File: src/rtl/dc_pred_pkg.sv
// Shared types and constants for the DC intra-prediction sequencer.
package dc_pred_pkg;

  localparam int unsigned DC_BIT_DEPTH   = 8;
  localparam int unsigned DC_MAX_PU_LOG2 = 3;
  localparam int unsigned DC_ACC_W       = 15;

  localparam logic [2:0] PU_4  = 3'd0;
  localparam logic [2:0] PU_8  = 3'd1;
  localparam logic [2:0] PU_16 = 3'd2;
  localparam logic [2:0] PU_32 = 3'd3;

  localparam logic [DC_BIT_DEPTH-1:0] DC_MID = {1'b1, {(DC_BIT_DEPTH-1){1'b0}}};

  typedef enum logic [2:0] {
    ST_IDLE,
    ST_FETCH_T,
    ST_FETCH_L,
    ST_CALC,
    ST_EMIT,
    ST_DONE
  } state_e;

  // Oversized PU codes saturate to the largest supported size.
  function automatic logic [2:0] clamp_pu(input logic [2:0] code, input logic [2:0] max_code);
    return (code > max_code) ? max_code : code;
  endfunction

endpackage

File: src/rtl/dc_pred_ctrl_if.sv
// Reference-fetch and sub-block descriptor buses of the DC sequencer.
interface dc_pred_ctrl_if
  import dc_pred_pkg::*;
#(
  parameter int unsigned BIT_DEPTH = DC_BIT_DEPTH
);
  logic                   ref_rd;
  logic                   ref_side;
  logic [2:0]             ref_idx;
  logic                   ref_ack;
  logic [4*BIT_DEPTH-1:0] ref_data;

  logic                   blk_valid;
  logic                   blk_ready;
  logic [2:0]             blk_x;
  logic [2:0]             blk_y;
  logic                   blk_edge_t;
  logic                   blk_edge_l;

  modport master (
    output ref_rd, ref_side, ref_idx,
    input  ref_ack, ref_data,
    output blk_valid, blk_x, blk_y, blk_edge_t, blk_edge_l,
    input  blk_ready
  );

  modport slave (
    input  ref_rd, ref_side, ref_idx,
    output ref_ack, ref_data,
    input  blk_valid, blk_x, blk_y, blk_edge_t, blk_edge_l,
    output blk_ready
  );
endinterface

File: src/rtl/dc_pred_acc.sv
// Reference-sample accumulator with registered rounding/shift to the DC value.
module dc_pred_acc
  import dc_pred_pkg::*;
#(
  parameter int unsigned BIT_DEPTH = DC_BIT_DEPTH,
  parameter int unsigned ACC_W     = DC_ACC_W
) (
  input  logic                   clk,
  input  logic                   rst,
  input  logic                   clr,
  input  logic                   add_en,
  input  logic                   calc,
  input  logic [2:0]             pu,
  input  logic [1:0]             side_mask,
  input  logic [4*BIT_DEPTH-1:0] ref_data,
  output logic [BIT_DEPTH-1:0]   dc_val
);
  localparam logic [BIT_DEPTH-1:0] MID = {1'b1, {(BIT_DEPTH-1){1'b0}}};

  logic [ACC_W-1:0]     acc;
  logic [ACC_W-1:0]     sum01, sum23, grp_sum;
  logic [ACC_W-1:0]     rnd;
  logic [BIT_DEPTH-1:0] dc_next;

  // Two-level adder tree over the four samples of one group.
  assign sum01   = ACC_W'(ref_data[0*BIT_DEPTH +: BIT_DEPTH]) + ACC_W'(ref_data[1*BIT_DEPTH +: BIT_DEPTH]);
  assign sum23   = ACC_W'(ref_data[2*BIT_DEPTH +: BIT_DEPTH]) + ACC_W'(ref_data[3*BIT_DEPTH +: BIT_DEPTH]);
  assign grp_sum = sum01 + sum23;

  // side_mask = {left, top}; one side averages N samples, both sides 2N.
  always_comb begin
    rnd     = '0;
    dc_next = MID;
    case (side_mask)
      2'b11: begin
        rnd     = acc + (ACC_W'(4) << pu);
        dc_next = BIT_DEPTH'(rnd >> (pu + 3'd3));
      end
      2'b01, 2'b10: begin
        rnd     = acc + (ACC_W'(2) << pu);
        dc_next = BIT_DEPTH'(rnd >> (pu + 3'd2));
      end
      default: dc_next = MID;
    endcase
  end

  always_ff @(posedge clk or posedge rst) begin
    if (rst) begin
      acc    <= '0;
      dc_val <= '0;
    end else begin
      if (clr)         acc <= '0;
      else if (add_en) acc <= acc + grp_sum;
      if (calc)        dc_val <= dc_next;
    end
  end

endmodule

File: src/rtl/dc_pred_ctrl.sv
// DC intra-prediction sequencer: reference fetch, DC calculation, 4x4 sub-block walk.
// Optional edge-filter flags are enabled by defining DC_EDGE_FILT_EN.
module dc_pred_ctrl
  import dc_pred_pkg::*;
#(
  parameter int unsigned BIT_DEPTH   = DC_BIT_DEPTH,
  parameter int unsigned MAX_PU_LOG2 = DC_MAX_PU_LOG2,
  parameter int unsigned ACC_W       = DC_ACC_W
) (
  input  logic                 clk,
  input  logic                 rst,
  input  logic                 start,
  input  logic [2:0]           pu,
  input  logic                 left_valid,
  input  logic                 top_valid,
  output logic                 busy,
  output logic                 done,
  output logic [BIT_DEPTH-1:0] dc_val,
  dc_pred_ctrl_if.master       bus
);
  localparam logic [2:0] MAX_PU = 3'(MAX_PU_LOG2);

  state_e     state, state_d;
  logic [2:0] pu_q, pu_d;
  logic       top_q, top_d, left_q, left_d;
  logic       busy_d, done_d;
  logic       ref_rd, ref_rd_d, ref_side, ref_side_d;
  logic [2:0] ref_idx, ref_idx_d;
  logic       blk_valid, blk_valid_d;
  logic [2:0] blk_x, blk_x_d, blk_y, blk_y_d;
  logic       edge_t, edge_t_d, edge_l, edge_l_d;
  logic       acc_clr, acc_add, acc_calc;
  logic [2:0] last_idx;

  // Groups per side and blocks per row/column are both 1<<PU.
  assign last_idx = 3'((4'd1 << pu_q) - 4'd1);

  always_comb begin
    state_d     = state;
    pu_d        = pu_q;
    top_d       = top_q;
    left_d      = left_q;
    busy_d      = 1'b0;
    done_d      = 1'b0;
    ref_rd_d    = ref_rd;
    ref_side_d  = ref_side;
    ref_idx_d   = ref_idx;
    blk_valid_d = blk_valid;
    blk_x_d     = blk_x;
    blk_y_d     = blk_y;
    edge_t_d    = 1'b0;
    edge_l_d    = 1'b0;
    acc_clr     = 1'b0;
    acc_add     = 1'b0;
    acc_calc    = 1'b0;

    case (state)
      ST_IDLE: if (start) begin
        pu_d      = clamp_pu(pu, MAX_PU);
        top_d     = top_valid;
        left_d    = left_valid;
        acc_clr   = 1'b1;
        ref_idx_d = '0;
        if (top_valid) begin
          state_d    = ST_FETCH_T;
          ref_rd_d   = 1'b1;
          ref_side_d = 1'b0;
        end else if (left_valid) begin
          state_d    = ST_FETCH_L;
          ref_rd_d   = 1'b1;
          ref_side_d = 1'b1;
        end else begin
          state_d    = ST_CALC;
        end
      end
      ST_FETCH_T: if (ref_rd && bus.ref_ack) begin
        acc_add = 1'b1;
        if (ref_idx == last_idx) begin
          ref_idx_d = '0;
          if (left_q) begin
            state_d    = ST_FETCH_L;
            ref_side_d = 1'b1;
          end else begin
            state_d  = ST_CALC;
            ref_rd_d = 1'b0;
          end
        end else begin
          ref_idx_d = ref_idx + 3'd1;
        end
      end
      ST_FETCH_L: if (ref_rd && bus.ref_ack) begin
        acc_add = 1'b1;
        if (ref_idx == last_idx) begin
          state_d    = ST_CALC;
          ref_rd_d   = 1'b0;
          ref_side_d = 1'b0;
          ref_idx_d  = '0;
        end else begin
          ref_idx_d = ref_idx + 3'd1;
        end
      end
      ST_CALC: begin
        acc_calc    = 1'b1;
        state_d     = ST_EMIT;
        blk_valid_d = 1'b1;
        blk_x_d     = '0;
        blk_y_d     = '0;
      end
      // Raster walk, X fastest; advances only on a completed handshake.
      ST_EMIT: if (blk_valid && bus.blk_ready) begin
        if (blk_x == last_idx) begin
          blk_x_d = '0;
          if (blk_y == last_idx) begin
            state_d     = ST_DONE;
            blk_valid_d = 1'b0;
            blk_y_d     = '0;
            done_d      = 1'b1;
          end else begin
            blk_y_d = blk_y + 3'd1;
          end
        end else begin
          blk_x_d = blk_x + 3'd1;
        end
      end
      ST_DONE: state_d = ST_IDLE;
      default: state_d = ST_IDLE;
    endcase

    busy_d = (state_d != ST_IDLE);

`ifdef DC_EDGE_FILT_EN
    edge_t_d = blk_valid_d & top_q  & (blk_y_d == 3'd0) & (pu_q < PU_32);
    edge_l_d = blk_valid_d & left_q & (blk_x_d == 3'd0) & (pu_q < PU_32);
`else
    edge_t_d = 1'b0;
    edge_l_d = 1'b0;
`endif
  end

  always_ff @(posedge clk or posedge rst) begin
    if (rst) begin
      state     <= ST_IDLE;
      pu_q      <= '0;
      top_q     <= 1'b0;
      left_q    <= 1'b0;
      busy      <= 1'b0;
      done      <= 1'b0;
      ref_rd    <= 1'b0;
      ref_side  <= 1'b0;
      ref_idx   <= '0;
      blk_valid <= 1'b0;
      blk_x     <= '0;
      blk_y     <= '0;
      edge_t    <= 1'b0;
      edge_l    <= 1'b0;
    end else begin
      state     <= state_d;
      pu_q      <= pu_d;
      top_q     <= top_d;
      left_q    <= left_d;
      busy      <= busy_d;
      done      <= done_d;
      ref_rd    <= ref_rd_d;
      ref_side  <= ref_side_d;
      ref_idx   <= ref_idx_d;
      blk_valid <= blk_valid_d;
      blk_x     <= blk_x_d;
      blk_y     <= blk_y_d;
      edge_t    <= edge_t_d;
      edge_l    <= edge_l_d;
    end
  end

  assign bus.ref_rd     = ref_rd;
  assign bus.ref_side   = ref_side;
  assign bus.ref_idx    = ref_idx;
  assign bus.blk_valid  = blk_valid;
  assign bus.blk_x      = blk_x;
  assign bus.blk_y      = blk_y;
  assign bus.blk_edge_t = edge_t;
  assign bus.blk_edge_l = edge_l;

  dc_pred_acc #(
    .BIT_DEPTH (BIT_DEPTH),
    .ACC_W     (ACC_W)
  ) u_acc (
    .clk       (clk),
    .rst       (rst),
    .clr       (acc_clr),
    .add_en    (acc_add),
    .calc      (acc_calc),
    .pu        (pu_q),
    .side_mask ({left_q, top_q}),
    .ref_data  (bus.ref_data),
    .dc_val    (dc_val)
  );

endmodule
File: src/flat_wrapper.sv
// flat-port wrapper written by rule: the top's interface ports become plain ports
module dc_pred_ctrl_flat import dc_pred_pkg::*;
#(
  parameter int unsigned BIT_DEPTH   = DC_BIT_DEPTH,
  parameter int unsigned MAX_PU_LOG2 = DC_MAX_PU_LOG2,
  parameter int unsigned ACC_W       = DC_ACC_W
)
  (clk, rst, start, pu, left_valid, top_valid, busy, done, dc_val, bus_ref_rd, bus_ref_side, bus_ref_idx, bus_ref_ack, bus_ref_data, bus_blk_valid, bus_blk_x, bus_blk_y, bus_blk_edge_t, bus_blk_edge_l, bus_blk_ready);
  dc_pred_ctrl_if #(.BIT_DEPTH(BIT_DEPTH)) bus_i ();
  input  logic clk;
  input  logic rst;
  input  logic start;
  input  logic [2:0] pu;
  input  logic left_valid;
  input  logic top_valid;
  output logic busy;
  output logic done;
  output logic [BIT_DEPTH-1:0] dc_val;
  output wire logic [$bits(bus_i.ref_rd)-1:0] bus_ref_rd;
  output wire logic [$bits(bus_i.ref_side)-1:0] bus_ref_side;
  output wire logic [$bits(bus_i.ref_idx)-1:0] bus_ref_idx;
  input wire logic [$bits(bus_i.ref_ack)-1:0] bus_ref_ack;
  input wire logic [$bits(bus_i.ref_data)-1:0] bus_ref_data;
  output wire logic [$bits(bus_i.blk_valid)-1:0] bus_blk_valid;
  output wire logic [$bits(bus_i.blk_x)-1:0] bus_blk_x;
  output wire logic [$bits(bus_i.blk_y)-1:0] bus_blk_y;
  output wire logic [$bits(bus_i.blk_edge_t)-1:0] bus_blk_edge_t;
  output wire logic [$bits(bus_i.blk_edge_l)-1:0] bus_blk_edge_l;
  input wire logic [$bits(bus_i.blk_ready)-1:0] bus_blk_ready;
  assign bus_ref_rd = bus_i.ref_rd;
  assign bus_ref_side = bus_i.ref_side;
  assign bus_ref_idx = bus_i.ref_idx;
  assign bus_i.ref_ack = bus_ref_ack;
  assign bus_i.ref_data = bus_ref_data;
  assign bus_blk_valid = bus_i.blk_valid;
  assign bus_blk_x = bus_i.blk_x;
  assign bus_blk_y = bus_i.blk_y;
  assign bus_blk_edge_t = bus_i.blk_edge_t;
  assign bus_blk_edge_l = bus_i.blk_edge_l;
  assign bus_i.blk_ready = bus_blk_ready;
  dc_pred_ctrl #(.BIT_DEPTH(BIT_DEPTH), .MAX_PU_LOG2(MAX_PU_LOG2), .ACC_W(ACC_W)) u_core (.clk(clk), .rst(rst), .start(start), .pu(pu), .left_valid(left_valid), .top_valid(top_valid), .busy(busy), .done(done), .dc_val(dc_val), .bus(bus_i));
endmodule
File: config.mk
export PLATFORM = sky130hd
export DESIGN_NAME = dc_pred_ctrl_flat
export DESIGN_NICKNAME = d
export VERILOG_FILES = /design/src/rtl/dc_pred_pkg.sv /design/src/rtl/dc_pred_ctrl_if.sv /design/src/rtl/dc_pred_acc.sv /design/src/rtl/dc_pred_ctrl.sv /design/src/flat_wrapper.sv
export SDC_FILE = /design/constraint.sdc
export NUM_CORES = 1
export LEC_CHECK = 0
export ABC_AREA = 1
export CORE_ASPECT_RATIO = 0.9
export CORE_MARGIN = 2
export CORE_UTILIZATION = 35
export CTS_BUF_LIST = sky130_fd_sc_hd__clkbuf_8
export DETAILED_ROUTE_END_ITERATION = 8
export HOLD_SLACK_MARGIN = 0.15
export SLEW_MARGIN = 25
export SYNTH_ARGS = -nofsm -noshare
export SYNTH_HDL_FRONTEND = slang
export SYNTH_HIERARCHICAL = 1
export SYNTH_SLANG_ARGS = --single-unit
export TNS_END_PERCENT = 20
File: constraint.sdc
create_clock -name clk -period 2.7 [get_ports clk]
set_clock_uncertainty 0.1 [all_clocks]
set_input_delay 0.405 -clock clk [delete_from_list [all_inputs] [get_ports clk]]
set_output_delay 0.405 -clock clk [all_outputs]
set_load 0.1 [all_outputs]
==> out/qor.yml, run 1 <==
synth-async-reset-ratio: 1.00
hold_violations: 0
pwr-share-comb: 0.825
antenna_cells: 0
synthFlopType: "dfrtp_1"
die_height_um: 126
ys_top_cells_by_area: "dfrtp_1, nand2_1, nand3_1"
yosysSeqAreaShare: 0.196
nets: 1157
grt_first_pass_wirelength_um: 27700
critPathArrivalTime_ps: 3580
synth_commonest_cells: "nand2_1, inv_1, nand3_1"
period_share: 1.27
p_seq_frac: 0.124
ant_nets: 0
power_w: 0.00849
synth_top_area_frac: 0.196
p_int_w: 0.00380
synth_area_mm2: 0.00575
cap_violations: 0
routed_wl_um: 16200
tightest_slew_ps: 503
utilization: 0.466
syn_inst: 913
rows: 44
numCtsBuffers: 5
antenna_found_initial: 0
crit_path_top_delay_cell: "fa_1"
worst_slew_margin_rel: 0.663
grt_usage: 0.190
violations: "setup timing"
r2r_start: "u_core/pu_q[1]"
fin_hold_ws_ps: 351
grt_overflow: 0
path_class: "input pin to flop"
clk_latency_ps: 310
yosysMostFrequentCell: "nand2_1"
required_ps: 2840
drt-vias-per-instance: 4.86
dr.pass1.iters: 5
post-route-min-period_ps: 3440
syn_avg_cell_area_um2: 6.30
critPathTopFamily: "adder cells"
critical_path_buf_inv_count: 7
cts.path.max_buffers: 2
port_buffers: 63
synth-seq-cells: 45
synth_cell_type_count: 39
fmax_ghz: 0.291
ys_warn_count: 6
r2r_slack_ps: -20
synth_top_area_cell: "dfrtp_1"
die_w_um: 139
cts.sinks: 45
swShare: 0.552
cp_max_fo: 3
grt_pass1_vias: 5944
coreArea_mm2: 0.0161
root_buffer: "clkbuf_8"
power_leakage_nw: 4.10
finalSetupViolCount: 14
dr.first_iter.drc_count: 412
start_util: 0.357
crit_start: "bus_ref_data[4]"
routabilityCongestion: 0.979
drcViolationCount: 0
power.density_mw_per_mm2: 1130
dieArea_mm2: 0.0175
status: "complete, but fails checks"
grt_max_degree: 24
cpPeakStageDelay_ps: 520
report.final.slew_viol_count: 0
cts_tree: "yes"
fin_setup_tns_ps: -6390
drive_gt1_frac: 0.249
cpMostUsedCell: "nand2_1"
hpwl_um: 13400
rsz0062_at_grt: "true"
ctsHoldBuffers: 0
ir_drop_mv: 0.625
path_clk_slew_ps: 100
crit_path_start_kind: "input pin"
clock_power_share: 0.051
cp_cell_sequence: "buf_8, inv_8, fa_1, inv_1, fa_1, inv_1, fa_1, inv_2, ha_4, inv_4, nor3_4, nand2_1, o211ai_1, nand3_1, nand2_1, nand2_1, inv_2, nor2_2, nor2_2, nand2_2, o21ai_1, nand2_1, nor2_1"
area_delta_synth_final_pct: 30.7
vias: 6153
end_kind: "flop"
io_pins: 66
setup_slack_ps: -738
wl_per_cell_um: 12.8
power_switching_w: 0.00469
htreeDepth: 2
min_path_type: "input pin to asynchronous set/reset pin"
synth-edff-count: 0
cell usage in the layout, fill, tap and decap left out, drive strengths merged, types with 4 or more instances in the layout:
cell / Yosys / final
fa: 23 / 23
dfrtp: 45 / 45
ha: 34 / 34
o211ai: 4 / 4
xor2: 11 / 11
nand4: 13 / 13
buf: 15 / 135
nand2: 288 / 288
clkinv: 2 / 4
clkbuf: 3 / 5
nor2: 60 / 60
a21oi: 29 / 29
nand3: 155 / 155
o21ai: 38 / 38
clkdlybuf4s50: 0 / 17
o22ai: 5 / 5
inv: 167 / 168
nor3: 7 / 7
xnor2: 4 / 4
routing by layer:
layer / share of wire / vias to the layer above / GRT usage
met2: 0.45 / 132 / 0.310
met1: 0.48 / 2816 / 0.269
met3: 0.047 / 23 / 0.0217
met4: 0.023 / 0 / 0.0517
li1: - / 3182 / -
met5: 0 / - / 0
flip-flops by register name, indices dropped and copies added (netlist names), 3 cells and up:
| register | cells |
|---|---|
| u_core/bus.blk_x | 3 |
| u_core/bus.blk_y | 3 |
| u_core/bus.ref_idx | 3 |
| u_core/pu_q | 3 |
| u_core/state | 3 |
| u_core/u_acc/acc | 15 |
| u_core/u_acc/dc_val | 8 |
repair_timing:
action / 4_1_cts / 5_1_grt
setup buffers: 8 / 3
resized for setup: 117 / 28
pin swaps: 52 / 23
endpoints found under the setup margin: 19 / 21
hold endpoints to repair: 0 / 0
worst paths after layout:
path                                               end  cells after the start
worst min-delay path               u_core/bus.blk_x[1]                      3
max in group asynchronous          u_core/u_acc/acc[9]                      3
worst min register to register  u_core/u_acc/dc_val[3]                      2
worst max register to register  u_core/u_acc/dc_val[7]                     21
worst max-delay path              u_core/u_acc/acc[14]                     23
min in group clk                u_core/u_acc/dc_val[3]                      2
cell families after synthesis:
| kind of cell | synth area share |
|---|---|
| and+or+nand+nor | 0.416 |
| buffers and inverters | 0.130 |
| AOI/OAI and AO/OA | 0.0798 |
| adders and majority gates | 0.154 |
| DFF | 0.196 |
| xor gates and xnor gates | 0.0241 |
| other | 0.000652 |
cell type report:
class                      count  area [µm²]
timing repair buffer         155        1220
tap                          207         259
clock inverter                 3        22.5
inverter                     169         649
multi-input combinational    682        4170
fill                        1652        8610
clock buffer                   5        68.8
sequential                    45        1130
metrics by stage:
step	worst slack (ps)	cells	area, µm²
floorplan	-860	914	5840
global placement	-1550	1247	7180
detailed placement	-1590	1247	7180
CTS	-784	1263	7360
global route	-980	1266	7520
finish	-738	1266	7520
power by group through the flow:
stage / clock network (W) / registers (W) / logic, W
floorplan: 0 / 0.00165 / 0.00372
global placement: 0 / 0.00106 / 0.00625
detailed placement: 0 / 0.00106 / 0.00626
CTS: 0.000448 / 0.00105 / 0.00671
global route: 0.000485 / 0.00109 / 0.00777
finish: 0.000430 / 0.00106 / 0.00701
worst min-delay path: cells and delay by family:
kind                   cells  cell delay (ps)
buffers and inverters      3              760
(Power assumes the default switching activity.)
==> run 2, diff against run 1 <==
--- a/config.mk
+++ b/config.mk
@@ -15,6 +15,5 @@
 export SLEW_MARGIN = 25
 export SYNTH_ARGS = -nofsm -noshare
 export SYNTH_HDL_FRONTEND = slang
-export SYNTH_HIERARCHICAL = 1
 export SYNTH_SLANG_ARGS = --single-unit
 export TNS_END_PERCENT = 20
==> constraint.sdc (replaced) <==
create_clock -name clk -period 2.7 [get_ports clk]
set_clock_uncertainty 0.1 [all_clocks]
set_input_delay 0.27 -clock clk [delete_from_list [all_inputs] [get_ports clk]]
set_output_delay 0.27 -clock clk [all_outputs]
set_load 0.1 [all_outputs]
==> run 2 against run 1 <==
Compared with the run above:
- clock power grew 19%
- largest power group unchanged
- the flow still finishes with violations (setup timing)
- critical path depth shrank 1
- wire length shrank 1.1%
- highest routed layer unchanged
- synthesized area shrank 5.8%
- maximum frequency shrank 0.63%
- total power shrank 70%
- global-route usage grew 1.4 points
- sequential power shrank 37%
- clock-buffer cell count is the same
- die area shrank 5.6%
- sequential share of layout area shrank 0.24 points
- first-iteration DRC count shrank 14%
- largest cell class unchanged
==> out/qor.yml, run 2 <==
status: "complete, but fails checks"
violations: "setup timing"
rsz0062_at_grt: "true"
synth-edff-count: 0
dr.pass1.iters: 5
wl_per_cell_um: 13.1
routabilityCongestion: 0.921
cts.sinks: 45
io_pins: 66
vias: 5983
path_class: "input pin to flop"
power_leakage_nw: 4.09
die_w_um: 135
yosysMostFrequentCell: "nand2_1"
post-route-min-period_ps: 3460
port_buffers: 63
ir_drop_mv: 0.288
end_kind: "flop"
synth_top_area_frac: 0.208
start_util: 0.355
period_share: 1.28
ys_warn_count: 0
grt_usage: 0.204
fin_setup_tns_ps: -4990
layout_common_cells: "nand2_1, buf_4, nand3_1, inv_1, nor2_1"
root_buffer: "clkbuf_8"
syn_inst: 849
routed_wl_um: 16000
report.final.slew_viol_count: 0
synth_top_area_cell: "dfrtp_1"
n_fill_cell: 1567
dr.first_iter.drc_count: 354
top_regs: "u_core.u_acc.acc: 15 flops, u_core.u_acc.dc_val: 8 flops"
syn_avg_cell_area_um2: 6.39
nets: 1123
min_path_type: "input pin to flop"
cts.path.max_buffers: 2
fin_hold_ws_ps: 314
antenna_cells: 0
yosysSeqAreaShare: 0.208
htreeDepth: 2
synth_cell_type_count: 39
hpwl_um: 13300
synth_commonest_cells: "nand2_1, nand3_1, inv_1"
rows: 43
synth-async-reset-ratio: 1.00
coreArea_mm2: 0.0153
worst_slew_margin_rel: 0.636
drt-vias-per-instance: 4.88
ys_top_cells_by_area: "dfrtp_1, nand2_1, nand3_1"
area_delta_synth_final_pct: 41.1
die_height_um: 122
path_clk_slew_ps: 90
hold_violations: 0
synth-seq-cells: 45
multi_input_area_mm2: 0.00414
largest_reg_flops: 15
clk_latency_ps: 310
dieArea_mm2: 0.0165
synth_area_mm2: 0.00542
ant_nets: 0
drcViolationCount: 0
grt_max_degree: 31
required_ps: 2800
grt_overflow: 0
critPathArrivalTime_ps: 3560
antenna_found_initial: 0
cap_violations: 0
numCtsBuffers: 5
largest-register: "u_core.u_acc.acc"
power.density_mw_per_mm2: 331
setup_slack_ps: -760
grt_pass1_vias: 5809
tightest_slew_ps: 543
cts_tree: "yes"
crit_path_start_kind: "input pin"
finalSetupViolCount: 14
regArea_mm2: 0.00113
layout_commonest_cell: "nand2_1"
synthFlopType: "dfrtp_1"
grt_first_pass_wirelength_um: 27300
drive_gt1_frac: 0.261
cp_max_fo: 2
fmax_ghz: 0.289
run 2: report_power, final:
group / leakage, nW / internal, W / switching (W)
clock: 0.0595 / 0.000274 / 0.000236
sequential: 0.503 / 0.000673 / 0
combinational: 3.52 / 0.000707 / 0.000640
total: 4.09 / 0.00165 / 0.000876
run 2: kinds of logic (layout without fill, tap and decap cells):
kind of cell,after synthesis,after routing,share of synthesized area
and+or+nand+nor,479,479,0.387
buffers and inverters,147,322,0.108
AOI/OAI and AO/OA,96,96,0.0988
adders and majority gates,57,57,0.155
DFF,45,45,0.208
xor gates and xnor gates,24,24,0.0422
other,1,2,0.000692
run 2: what timing repair did:
| action | CTS | global route |
|---|---|---|
| buffers inserted | 9 | 4 |
| endpoints found under the setup margin | 20 | 24 |
| hold buffers | 1 | 0 |
| resized for setup | 54 | 69 |
| endpoints found under the hold margin | 12 | 0 |
| pin swaps | 45 | 53 |
run 2: layer usage:
| layer | share of wire | GRT usage | vias to the layer above | wire (µm) |
|---|---|---|---|---|
| li1 | - | - | 3095 | - |
| met1 | 0.49 | 0.293 | 2753 | 7880 |
| met2 | 0.45 | 0.327 | 121 | 7180 |
| met3 | 0.043 | 0.0233 | 14 | 696 |
| met4 | 0.017 | 0.0527 | 0 | 265 |
| met5 | 0 | 0 | - | 0 |
run 2: worst paths after layout:
check                      cells past startpoint                   start  slack (ps)                endpoint
setup reg to reg                              14     u_core.u_acc.acc[3]        -390    u_core.u_acc.acc[14]
hold reg to reg                                2  u_core.u_acc.dc_val[5]         390  u_core.u_acc.dc_val[5]
max in group asynchronous                      4                     rst        1300    u_core.u_acc.acc[10]
min in group asynchronous                      3                     rst         690  u_core.u_acc.dc_val[1]
hold / removal                                 5         bus_ref_data[0]         310     u_core.u_acc.acc[0]
setup / recovery                              22         bus_ref_data[8]        -760    u_core.u_acc.acc[14]
run 2: worst max-delay path, stage by stage:
cell	delay, ps
buf_6	100
ha_4	150
fa_2	360
a21oi_2	130
o21bai_1	100
a21oi_1	140
nor2_1	60
nor2_1	140
o21ai_1	100
a21o_1	190
ha_4	270
ha_4	190
ha_4	280
nand2_4	50
nor3_4	210
nand3_2	100
o2111ai_2	90
nand2_2	90
a21oi_2	150
nand4_1	140
o21ai_1	160
a21oi_1	50
run 2: through the flow:
stage / std cells / util / cell area [µm²] / setup WS, ps / total power [W]
6_report: 1227 / 0.501 / 7650 / -760 / 0.00253
5_1_grt: 1227 / 0.501 / 7650 / -967 / 0.00270
4_1_cts: 1225 / 0.486 / 7430 / -785 / 0.00230
2_1_floorplan: 850 / - / 5540 / -681 / 0.00120
3_5_place_dp: 1207 / 0.465 / 7110 / -1450 / 0.00160
3_3_place_gp: 1207 / 0.465 / 7110 / -1360 / 0.00159
run 2: final cells by class:
class | instances | share of cell area
inverters | 128 | 0.0639
repair buffers | 186 | 0.200
flip-flops and latches | 45 | 0.147
multi-input cells | 658 | 0.542
clock buffers | 5 | 0.00899
well taps | 202 | 0.0330
clock inverters | 3 | 0.00556
